`config.mk`:
```
export PLATFORM = sky130hd
export DESIGN_NAME = move_scheduler_flat
export DESIGN_NICKNAME = d
export VERILOG_FILES = /design/src/rtl/vga_pkg.sv /design/src/rtl/move_scheduler_if.sv /design/src/rtl/move_scheduler_btn_debounce.sv /design/src/rtl/move_scheduler.sv /design/src/flat_wrapper.sv
export SDC_FILE = /design/constraint.sdc
export NUM_CORES = 1
export LEC_CHECK = 0
export CORE_ASPECT_RATIO = 0.5
export CORE_UTILIZATION = 63
export CTS_BUF_LIST = sky130_fd_sc_hd__clkbuf_8
export CTS_CLUSTER_SIZE = 16
export DETAILED_ROUTE_END_ITERATION = 6
export PLACE_DENSITY_LB_ADDON = 0.3
export RECOVER_POWER = 25
export SLEW_MARGIN = 20
export SYNTH_ARGS = -nofsm -noshare
export SYNTH_HDL_FRONTEND = slang
export SYNTH_HIERARCHICAL = 1
export SYNTH_SLANG_ARGS = --single-unit
```
`constraint.sdc`:
```
create_clock -name ClkPort -period 5.75 [get_ports ClkPort]
set_input_delay 0.8625 -clock ClkPort [delete_from_list [all_inputs] [get_ports ClkPort]]
set_output_delay 0.8625 -clock ClkPort [all_outputs]
set_load 0.02 [all_outputs]
```
`src/rtl/vga_pkg.sv`:
```
// Shared display-space constants and the movement-source encoding used by the
// block position logic.
package vga_pkg;

   localparam int H_VIS_START = 144;
   localparam int H_VIS_END   = 783;
   localparam int V_VIS_START = 35;
   localparam int V_VIS_END   = 514;
   localparam int BLOCK_SIZE  = 20;

   typedef enum logic [1:0] {
      SRC_IDLE = 2'd0,
      SRC_BTN  = 2'd1,
      SRC_ACC  = 2'd2
   } src_t;

   // Saturate a signed candidate coordinate into [lo, hi]; never wraps.
   function automatic logic [9:0] clamp_coord(input logic signed [10:0] cand,
                                              input logic [9:0] lo,
                                              input logic [9:0] hi);
      logic [9:0] res;
      res = cand[9:0];
      if (cand < signed'({1'b0, lo}))
         res = lo;
      else if (cand > signed'({1'b0, hi}))
         res = hi;
      return res;
   endfunction

endpackage

```
`src/rtl/move_scheduler_if.sv`:
```
// Board-side inputs and block-drawing outputs of the move scheduler, grouped
// so the scheduler and its driver share one bundle.
interface move_scheduler_if;

   logic       BtnU;
   logic       BtnD;
   logic       BtnL;
   logic       BtnR;
   logic [8:0] accel_x;
   logic       accel_en;
   logic [9:0] pos_x;
   logic [9:0] pos_y;
   logic [1:0] src;
   logic       moving;
   logic       tick;

   modport master (
      output BtnU, BtnD, BtnL, BtnR, accel_x, accel_en,
      input  pos_x, pos_y, src, moving, tick
   );

   modport slave (
      input  BtnU, BtnD, BtnL, BtnR, accel_x, accel_en,
      output pos_x, pos_y, src, moving, tick
   );

endinterface

```
`src/rtl/move_scheduler_btn_debounce.sv`:
```
// Two-flop synchronizer followed by a stability counter; the committed level
// only flips after the synchronized level has disagreed for DEB_CYCLES cycles.
module btn_debounce #(
   parameter int DEB_CYCLES = 500000
) (
   input  logic clk,
   input  logic rst,
   input  logic btn_raw,
   output logic btn_level
);

   localparam int CW = (DEB_CYCLES > 1) ? $clog2(DEB_CYCLES) : 1;
   localparam logic [CW-1:0] CNT_LAST = CW'(DEB_CYCLES - 1);

   logic          sync1_q, sync1_d;
   logic          sync2_q, sync2_d;
   logic [CW-1:0] cnt_q, cnt_d;
   logic          level_q, level_d;

   always_comb begin
      sync1_d = btn_raw;
      sync2_d = sync1_q;
      cnt_d   = '0;
      level_d = level_q;
      if (sync2_q != level_q) begin
         if (cnt_q == CNT_LAST)
            level_d = sync2_q;
         else
            cnt_d = cnt_q + CW'(1);
      end
   end

   always_ff @(posedge clk or posedge rst) begin
      if (rst) begin
         sync1_q <= 1'b0;
         sync2_q <= 1'b0;
         cnt_q   <= '0;
         level_q <= 1'b0;
      end else begin
         sync1_q <= sync1_d;
         sync2_q <= sync2_d;
         cnt_q   <= cnt_d;
         level_q <= level_d;
      end
   end

   assign btn_level = level_q;

endmodule

```
`src/rtl/move_scheduler.sv`:
```
// Owns the block position: once per movement tick it picks buttons or tilt as
// the owner and applies a clamped step in display hCount/vCount space.
module move_scheduler
   import vga_pkg::*;
#(
   parameter int TICK_CYCLES = 1000000,
   parameter int DEB_CYCLES  = 500000,
   parameter int STEP        = 2,
   parameter int ACC_STEP    = 1,
   parameter int ACC_CENTER  = 256,
   parameter int ACC_DEAD    = 16,
   parameter int X_MIN       = H_VIS_START,
   parameter int X_MAX       = H_VIS_END - BLOCK_SIZE,
   parameter int Y_MIN       = V_VIS_START,
   parameter int Y_MAX       = V_VIS_END - BLOCK_SIZE,
   parameter int X_INIT      = 450,
   parameter int Y_INIT      = 250
) (
   input logic             ClkPort,
   input logic             Reset,
   move_scheduler_if.slave bus
);

   localparam int TW = (TICK_CYCLES > 1) ? $clog2(TICK_CYCLES) : 1;
   localparam logic [TW-1:0]     TICK_LAST = TW'(TICK_CYCLES - 1);
   localparam logic [8:0]        ACC_HI    = 9'(ACC_CENTER + ACC_DEAD);
   localparam logic [8:0]        ACC_LO    = 9'(ACC_CENTER - ACC_DEAD);
   localparam logic signed [10:0] STEP_S   = 11'(STEP);
   localparam logic signed [10:0] ACC_S    = 11'(ACC_STEP);
   localparam logic [9:0]        X_LO      = 10'(X_MIN);
   localparam logic [9:0]        X_HI      = 10'(X_MAX);
   localparam logic [9:0]        Y_LO      = 10'(Y_MIN);
   localparam logic [9:0]        Y_HI      = 10'(Y_MAX);

   logic btn_u, btn_d, btn_l, btn_r;

   btn_debounce #(.DEB_CYCLES(DEB_CYCLES)) u_deb_u (
      .clk(ClkPort), .rst(Reset), .btn_raw(bus.BtnU), .btn_level(btn_u));
   btn_debounce #(.DEB_CYCLES(DEB_CYCLES)) u_deb_d (
      .clk(ClkPort), .rst(Reset), .btn_raw(bus.BtnD), .btn_level(btn_d));
   btn_debounce #(.DEB_CYCLES(DEB_CYCLES)) u_deb_l (
      .clk(ClkPort), .rst(Reset), .btn_raw(bus.BtnL), .btn_level(btn_l));
   btn_debounce #(.DEB_CYCLES(DEB_CYCLES)) u_deb_r (
      .clk(ClkPort), .rst(Reset), .btn_raw(bus.BtnR), .btn_level(btn_r));

   logic [TW-1:0]     tick_cnt_q, tick_cnt_d;
   logic              tick_q, tick_d;
   src_t              src_q, src_d;
   logic [9:0]        pos_x_q, pos_x_d;
   logic [9:0]        pos_y_q, pos_y_d;
   logic              moving_q, moving_d;
   logic              btn_req, acc_hi, acc_lo, acc_req;
   logic signed [10:0] dx, dy;

   assign btn_req = btn_u | btn_d | btn_l | btn_r;
   assign acc_hi  = bus.accel_x > ACC_HI;
   assign acc_lo  = bus.accel_x < ACC_LO;
   assign acc_req = bus.accel_en & (acc_hi | acc_lo);

   // The move on a tick is chosen by the owner being entered, not the one left.
   always_comb begin
      tick_cnt_d = (tick_cnt_q == TICK_LAST) ? '0 : tick_cnt_q + TW'(1);
      tick_d     = (tick_cnt_d == TICK_LAST);
      src_d      = src_q;
      pos_x_d    = pos_x_q;
      pos_y_d    = pos_y_q;
      moving_d   = moving_q;
      dx         = '0;
      dy         = '0;
      if (tick_q) begin
         case (src_q)
            SRC_IDLE: src_d = btn_req ? SRC_BTN : (acc_req ? SRC_ACC : SRC_IDLE);
            SRC_BTN:  src_d = btn_req ? SRC_BTN : SRC_IDLE;
            SRC_ACC:  src_d = btn_req ? SRC_BTN : (acc_req ? SRC_ACC : SRC_IDLE);
            default:  src_d = SRC_IDLE;
         endcase
         case (src_d)
            SRC_BTN: begin
               dx = (btn_r ? STEP_S : 11'sd0) - (btn_l ? STEP_S : 11'sd0);
               dy = (btn_d ? STEP_S : 11'sd0) - (btn_u ? STEP_S : 11'sd0);
            end
            SRC_ACC: dx = acc_hi ? ACC_S : -ACC_S;
            default: ;
         endcase
         pos_x_d  = clamp_coord(signed'({1'b0, pos_x_q}) + dx, X_LO, X_HI);
         pos_y_d  = clamp_coord(signed'({1'b0, pos_y_q}) + dy, Y_LO, Y_HI);
         moving_d = (pos_x_d != pos_x_q) || (pos_y_d != pos_y_q);
      end
   end

   always_ff @(posedge ClkPort or posedge Reset) begin
      if (Reset) begin
         tick_cnt_q <= '0;
         tick_q     <= 1'b0;
         src_q      <= SRC_IDLE;
         pos_x_q    <= 10'(X_INIT);
         pos_y_q    <= 10'(Y_INIT);
         moving_q   <= 1'b0;
      end else begin
         tick_cnt_q <= tick_cnt_d;
         tick_q     <= tick_d;
         src_q      <= src_d;
         pos_x_q    <= pos_x_d;
         pos_y_q    <= pos_y_d;
         moving_q   <= moving_d;
      end
   end

   assign bus.pos_x  = pos_x_q;
   assign bus.pos_y  = pos_y_q;
   assign bus.src    = src_q;
   assign bus.moving = moving_q;
   assign bus.tick   = tick_q;

endmodule
```
`src/flat_wrapper.sv`:
```
// flat-port wrapper written by rule: the top's interface ports become plain ports
module move_scheduler_flat import vga_pkg::*;
#(
   parameter int TICK_CYCLES = 1000000,
   parameter int DEB_CYCLES  = 500000,
   parameter int STEP        = 2,
   parameter int ACC_STEP    = 1,
   parameter int ACC_CENTER  = 256,
   parameter int ACC_DEAD    = 16,
   parameter int X_MIN       = H_VIS_START,
   parameter int X_MAX       = H_VIS_END - BLOCK_SIZE,
   parameter int Y_MIN       = V_VIS_START,
   parameter int Y_MAX       = V_VIS_END - BLOCK_SIZE,
   parameter int X_INIT      = 450,
   parameter int Y_INIT      = 250
)
  (ClkPort, Reset, bus_BtnU, bus_BtnD, bus_BtnL, bus_BtnR, bus_accel_x, bus_accel_en, bus_pos_x, bus_pos_y, bus_src, bus_moving, bus_tick);
  move_scheduler_if bus_i ();
  input logic ClkPort;
  input logic Reset;
  input wire logic [$bits(bus_i.BtnU)-1:0] bus_BtnU;
  input wire logic [$bits(bus_i.BtnD)-1:0] bus_BtnD;
  input wire logic [$bits(bus_i.BtnL)-1:0] bus_BtnL;
  input wire logic [$bits(bus_i.BtnR)-1:0] bus_BtnR;
  input wire logic [$bits(bus_i.accel_x)-1:0] bus_accel_x;
  input wire logic [$bits(bus_i.accel_en)-1:0] bus_accel_en;
  output wire logic [$bits(bus_i.pos_x)-1:0] bus_pos_x;
  output wire logic [$bits(bus_i.pos_y)-1:0] bus_pos_y;
  output wire logic [$bits(bus_i.src)-1:0] bus_src;
  output wire logic [$bits(bus_i.moving)-1:0] bus_moving;
  output wire logic [$bits(bus_i.tick)-1:0] bus_tick;
  assign bus_i.BtnU = bus_BtnU;
  assign bus_i.BtnD = bus_BtnD;
  assign bus_i.BtnL = bus_BtnL;
  assign bus_i.BtnR = bus_BtnR;
  assign bus_i.accel_x = bus_accel_x;
  assign bus_i.accel_en = bus_accel_en;
  assign bus_pos_x = bus_i.pos_x;
  assign bus_pos_y = bus_i.pos_y;
  assign bus_src = bus_i.src;
  assign bus_moving = bus_i.moving;
  assign bus_tick = bus_i.tick;
  move_scheduler #(.TICK_CYCLES(TICK_CYCLES), .DEB_CYCLES(DEB_CYCLES), .STEP(STEP), .ACC_STEP(ACC_STEP), .ACC_CENTER(ACC_CENTER), .ACC_DEAD(ACC_DEAD), .X_MIN(X_MIN), .X_MAX(X_MAX), .Y_MIN(Y_MIN), .Y_MAX(Y_MAX), .X_INIT(X_INIT), .Y_INIT(Y_INIT)) u_core (.ClkPort(ClkPort), .Reset(Reset), .bus(bus_i));
endmodule
```
## After elaboration in Yosys (flattened, before gate mapping)

Cells that the tools add are included.

- $add $sub $neg: 9
- $lt $le $gt $ge: 6
- Eq/ne operators: 16
- Muxes and demuxes: 29
- Bitwise gates (word level): 5
- Reductions and logical operators: 7

Operators by type and width:

| kind | number |
|---|---|
| $mux 19 | 8 |
| $add 19x1->19 const B | 4 |
| $eq 19x19->1 const B | 4 |
| $mux 10 | 6 |
| $mux 11 | 4 |
| $eq 20x20->1 const B | 2 |
| $add 11x11->11 | 2 |
| $pmux 11 s2 | 1 |
| $sub 11x11->11 | 2 |
| $add 20x1->20 const B | 1 |
| $mux 20 | 1 |
| $ne 10x10->1 | 2 |
| $mux 2 | 7 |
| $gt 11x10->1 const B | 1 |
| $gt 11x11->1 const B | 1 |
| $lt 11x7->1 const B | 1 |
| $lt 11x9->1 const B | 1 |
| $gt 9x9->1 const B | 1 |
| $lt 9x8->1 const B | 1 |
| $reduce_and 2->1 | 4 |
| $eq 2x1->1 const B | 2 |
| $eq 2x2->1 const B | 2 |
| $ne 1x1->1 | 4 |
| $or 1x1->1 | 4 |
| other kinds (6) | 6 |

- Register bits after elaboration: 132
- Input port bits: 16
- Logic and storage cells: 94

## Depth between registers and ports, before layout

- Depth after elaboration: 17
- Depth in mapped cells: 23
- Mapped depth without buffers: 21

## By module

Netlist, hierarchy kept.

By module, submodules not included:

| module | times used | cells each | area an instance (µm²) | seq. area each (µm²) |
|---|---|---|---|---|
| btn_debounce | 4 | 103 | 1091.0 | 550.5 |
| move_scheduler | 1 | 429 | 3681.0 | 1113.6 |

## Worst setup path after synthesis

Ideal clock, no wire load.

- Kind: input to register
- Start: input bus_accel_x[0]
- End: register u_core.moving_q, in the netlist u_core/bus.moving
- Setup time: 134 ps
- Arrival time: 5160 ps
- Data required time: 5616 ps
- Slack: 456 ps
- Cell stages on the path: 20
- Path buffers: 1
- Path through: or4_4 a2111oi_4 a21oi_1 inv_1 ha_1 a21oi_1 nor2_1 o21ai_2 inv_1 ha_1 a21oi_1 o21a_1 a2bb2oi_1 and2_1 clkbuf_1 xnor2_1 a31oi_1 a2111o_1 a2111oi_2 a21oi_1

- Longest elaborated chain between the ends: 17
- Elaborated cells between the ends (all ways): 30
- Classes of those cells: 2 x add/sub; 6 x order compare; 4 x eq/ne; 15 x mux; 2 x bitwise; 1 x reduce/logical

Ends and longest elaborated chain:

| item | RTL line | RTL |
|---|---|---|
| start, declared | flat_wrapper.sv:25 | `input wire logic [$bits(bus_i.accel_x)-1:0] bus_accel_x;` |
| $gt 9x9->1 / $lt 9x8->1 (equally long branches) | move_scheduler.sv:56, move_scheduler.sv:57 |  |
| $or 1x1->1 | move_scheduler.sv:58 | `assign acc_req = bus.accel_en & (acc_hi \| acc_lo);` |
| $and 1x1->1 | move_scheduler.sv:58 |  |
| $mux 2 (2 in series) | move_scheduler.sv:72, move_scheduler.sv:74 |  |
| $pmux 2 s2 | move_scheduler.sv:71 | `case (src_q)` |
| $mux 2 | move_scheduler.sv:70 | `if (tick_q) begin` |
| $eq 2x2->1 / $eq 2x1->1 (equally long branches) | move_scheduler.sv:77 | `case (src_d)` |
| $pmux 11 s2 / $mux 11 (equally long branches) | move_scheduler.sv:77 |  |
| $mux 11 | move_scheduler.sv:70 |  |
| $add 11x11->11, on equally long branches | move_scheduler.sv:85, move_scheduler.sv:86 |  |
| $gt 11x11->1 / $gt 11x10->1 (equally long branches) | vga_pkg.sv:25 | `else if (cand > signed'({1'b0, hi}))` |
| $mux 10 | vga_pkg.sv:25 |  |
| $mux 10 | vga_pkg.sv:23 | `if (cand < signed'({1'b0, lo}))` |
| $mux 10 | move_scheduler.sv:70 |  |
| $ne 10x10->1 | move_scheduler.sv:87 | `moving_d = (pos_x_d != pos_x_q) \|\| (pos_y_d != pos_y_q);` |
| $logic_or 1x1->1 * | move_scheduler.sv:87 |  |
| end signal, assigned | move_scheduler.sv:105 | `moving_q <= moving_d;` |
| end, declared | move_scheduler.sv:51 | `logic moving_q, moving_d;` |

Mark *: on every way between the ends. The rest lies on a longest branch, timed or not. The select of a mux whose other input is x is not followed.
A chain may end at the register's enable or synchronous reset.

## Final worst setup path

Ends and elaborated chain as after synthesis.

==> results.json <==
{
  "status": "finished, violations left",
  "violations": "max-capacitance violations, max-slew violations",
  "rsz0062_at_grt": "no",
  "hold_path_end": "u_core/u_deb_d/sync2_q",
  "yosys_warnings": 6,
  "synthTopCellsByArea": "dfrtp_1, xnor2_1, xor2_1",
  "dp_slack_ns": -0.1552,
  "place_congestion": 0.9320,
  "diodes": 0,
  "ant_nets": 0,
  "multi_input_area_um2": 4390,
  "crit_fanout": 5,
  "setup_viol": 0,
  "antenna_found_initial": 0,
  "vias": 6623,
  "hp-start": "u_core/u_deb_d/sync1_q",
  "yosysSeqAreaShare_pct": 41.21,
  "clock_latency_ns": 0.44,
  "rows": 28,
  "r2r.worst_path.cells": 21,
  "routedWlPerCell_um": 16.35,
  "cp_common_cell": "a21oi_1",
  "cts.sinks": 132,
  "ys_ff_latch": 132,
  "synth_cells": 841,
  "whs_ns": 0.3514,
  "worst_setup_path_end_kind": "register",
  "layout.nets": 944,
  "syn_nets": 888,
  "seq_area_um2": 3316,
  "area_delta_synth_final_pct": 12.26,
  "fin_ws_ns": 0.2595,
  "initial_core_util_pct": 66.37,
  "hold_path_class": "reg2reg",
  "hold_depth": 0,
  "worstSetupPathType": "in2reg",
  "drc": 0,
  "synth_top_area_cell": "dfrtp_1",
  "grt_overflow": 0,
  "syn_avg_cell_area_um2": 9.566,
  "cts_made_buffers": 17,
  "finalCritPeriodShare_pct": 95.49,
  "vias_per_cell": 6.161,
  "fill_cells": 831,
  "synthDistinctLibCells": 79,
  "grt_pass1_vias": 6191,
  "dr.pass1.iters": 5,
  "groute.usage.overall_pct": 27.80,
  "placedCellCount": 1041,
  "startpoint": "bus_accel_x[0]",
  "leakage_uw": 0.003866,
  "ios": 40,
  "cts_max_level": 4,
  "drv_cap": 1,
  "die-area_um2": 13250,
  "worst_ir_drop_vdd_uv": 118.5,
  "layoutNonFillerInstCount": 1075,
  "path_cells": "clkdlybuf4s50_1, or4_4, a2111oi_4, a21oi_1, inv_1, ha_1, a21oi_1, nor2_1, o21ai_2, inv_1, buf_4, ha_1, a211oi_1, o211a_1, o21ai_0, xor2_1, or4b_1, a2111o_1, a2111oi_2, a21oi_1",
  "critPathRequiredTime_ns": 6.07,
  "final_max_slew_viol_count": 45,
  "grt_max_degree": 45,
  "cts_tree": "built",
  "post-dp-hpwl_um": 12440,
  "syn-cell-area_um2": 8045,
  "ff2ff_setup_slack_ns": 0.69,
  "cp_slowest_cell": "or4_4",
  "most-common-layout-cells": "dfrtp_1, nor2_1, nand2_1, xor2_1, xnor2_1",
  "io_buffers": 39,
  "crit_arrival_ns": 5.81,
  "final_hold_viol_count": 0,
  "async_reset_ff_share_pct": 100.0,
  "final_common_cell": "dfrtp_1",
  "routed_wl_um": 17570,
  "synth_edf_count": 0,
  "rr_endpoint": "u_core/bus.moving",
  "cp_slowest_stage_delay_ns": 0.54,
  "die_w_um": 161.8,
  "drive_above_1_share_pct": 10.66,
  "dieHeight_um": 81.91,
  "synth_top_area_share_pct": 37.95,
  "crit_path_start_kind": "primary input",
  "fmax_ghz": 0.1821,
  "drtIter0Drc": 527,
  "clkSlewWorstSetupHoldPaths_ns": 0.09,
  "r2r-start": "u_core/u_deb_d/btn_level",
  "grt_first_pass_wirelength_um": 29140,
  "finalWorstPathRequiredPeriod_ns": 5.490,
  "core_area_um2": 12120,
  "cts_hold_buf": 0,
  "cts-root-buf": "clkbuf_8",
  "tns_ns": 0,
  "yosys_most_used_dff": "dfrtp_1",
  "fin_skew_ns": 0.01278,
  "cts.path.max_buffers": 2,
  "pwr_density_cell_nw_per_um2": 211.9,
  "worstMarginPinSlew_ns": 1.613,
  "maxSlewHeadroom_pct": -7.655
}
flip-flops by register name (all words and copies together) (netlist names), 2 cells and up:
signal and count:
u_core/u_deb_l/cnt_q 19, u_core/bus.pos_x 10, u_core/bus.pos_y 10, u_core/u_deb_d/cnt_q 19
u_core/bus.src 2, u_core/u_deb_r/cnt_q 19, u_core/tick_cnt_q 20, u_core/u_deb_u/cnt_q 19
worst max path at each step:
stage / endpoint / slack (ns)
final: u_core/bus.moving / 0.26
after CTS: u_core/bus.moving / 0.31
after detailed placement: u_core/bus.moving / -0.16
after global routing: u_core/bus.moving / 0.008
after floorplan: u_core/bus.moving / 0.46
after global placement: u_core/bus.moving / 0.04
layout make-up:
cell class / count / area share (%)
clock inverter: 15 / 1.898
clock buffer: 17 / 2.591
inverter: 33 / 1.372
sequential: 132 / 36.71
timing repair buffer: 66 / 6.525
tap: 165 / 2.286
multi-input combinational: 647 / 48.61
report_power, final:
| group | leakage [uW] | switching [uW] | internal (uW) |
|---|---|---|---|
| combinational | 0.00194 | 95.7 | 68.2 |
| clock | 0.000203 | 406 | 397 |
| sequential | 0.00172 | 9.18 | 938 |
synth_stat cells, drive strengths merged, types with 10 or more instances:
cell type	count
a21oi	45
and3	15
and4	15
clkbuf	21
dfrtp	122
dfstp	10
ha	29
inv	32
nand2	51
nand3	47
nand4	26
nor2	98
nor3	12
nor4	14
o21ai	31
or4b	11
xnor2	49
xor2	49
critical path, delay by kind of cell:
| family | cells | cell delay [ns] |
|---|---|---|
| adders and majority gates | 2 | 0.47 |
| and+or+nand+nor | 3 | 1.15 |
| buffers and inverters | 4 | 0.77 |
| AOI/OAI and AO/OA | 10 | 2.37 |
| xor gates and xnor gates | 1 | 0.20 |
metal layers:
metal  GRT usage [%]  vias up  wire length (um)
li1                -     3187                 -
met1           36.40     3194              7946
met2           46.82      220              8526
met3           5.253       22               911
met4           10.09        0               190
met5               0        -                 0
logic make-up (layout without fill, tap and decap cells):
logic type	after synthesis	after routing	share of synthesized area, %
DFF	132	132	41.21
adders and majority gates	31	31	5.008
buffers and inverters	62	131	4.137
AOI/OAI and AO/OA	160	160	13.66
muxes	11	11	1.695
and+or+nand+nor	347	347	23.62
xor gates and xnor gates	98	98	10.67
stage by stage:
step / power [uW] / util [%] / instance area, um^2
finish: 1914 / 74.50 / 9031
detailed placement: 1124 / 71.12 / 8621
global placement: 1120 / 71.12 / 8621
floorplan: 1080 / - / 8045
global route: 1986 / 74.50 / 9031
CTS: 1924 / 74.46 / 9026
repair_timing:
item                                    CTS  global route
setup buffers                             0             2
hold endpoints to repair                  0             0
endpoints found under the setup margin    0             1
gates resized for setup                   0             3
Power figures use the tool's default switching activity.
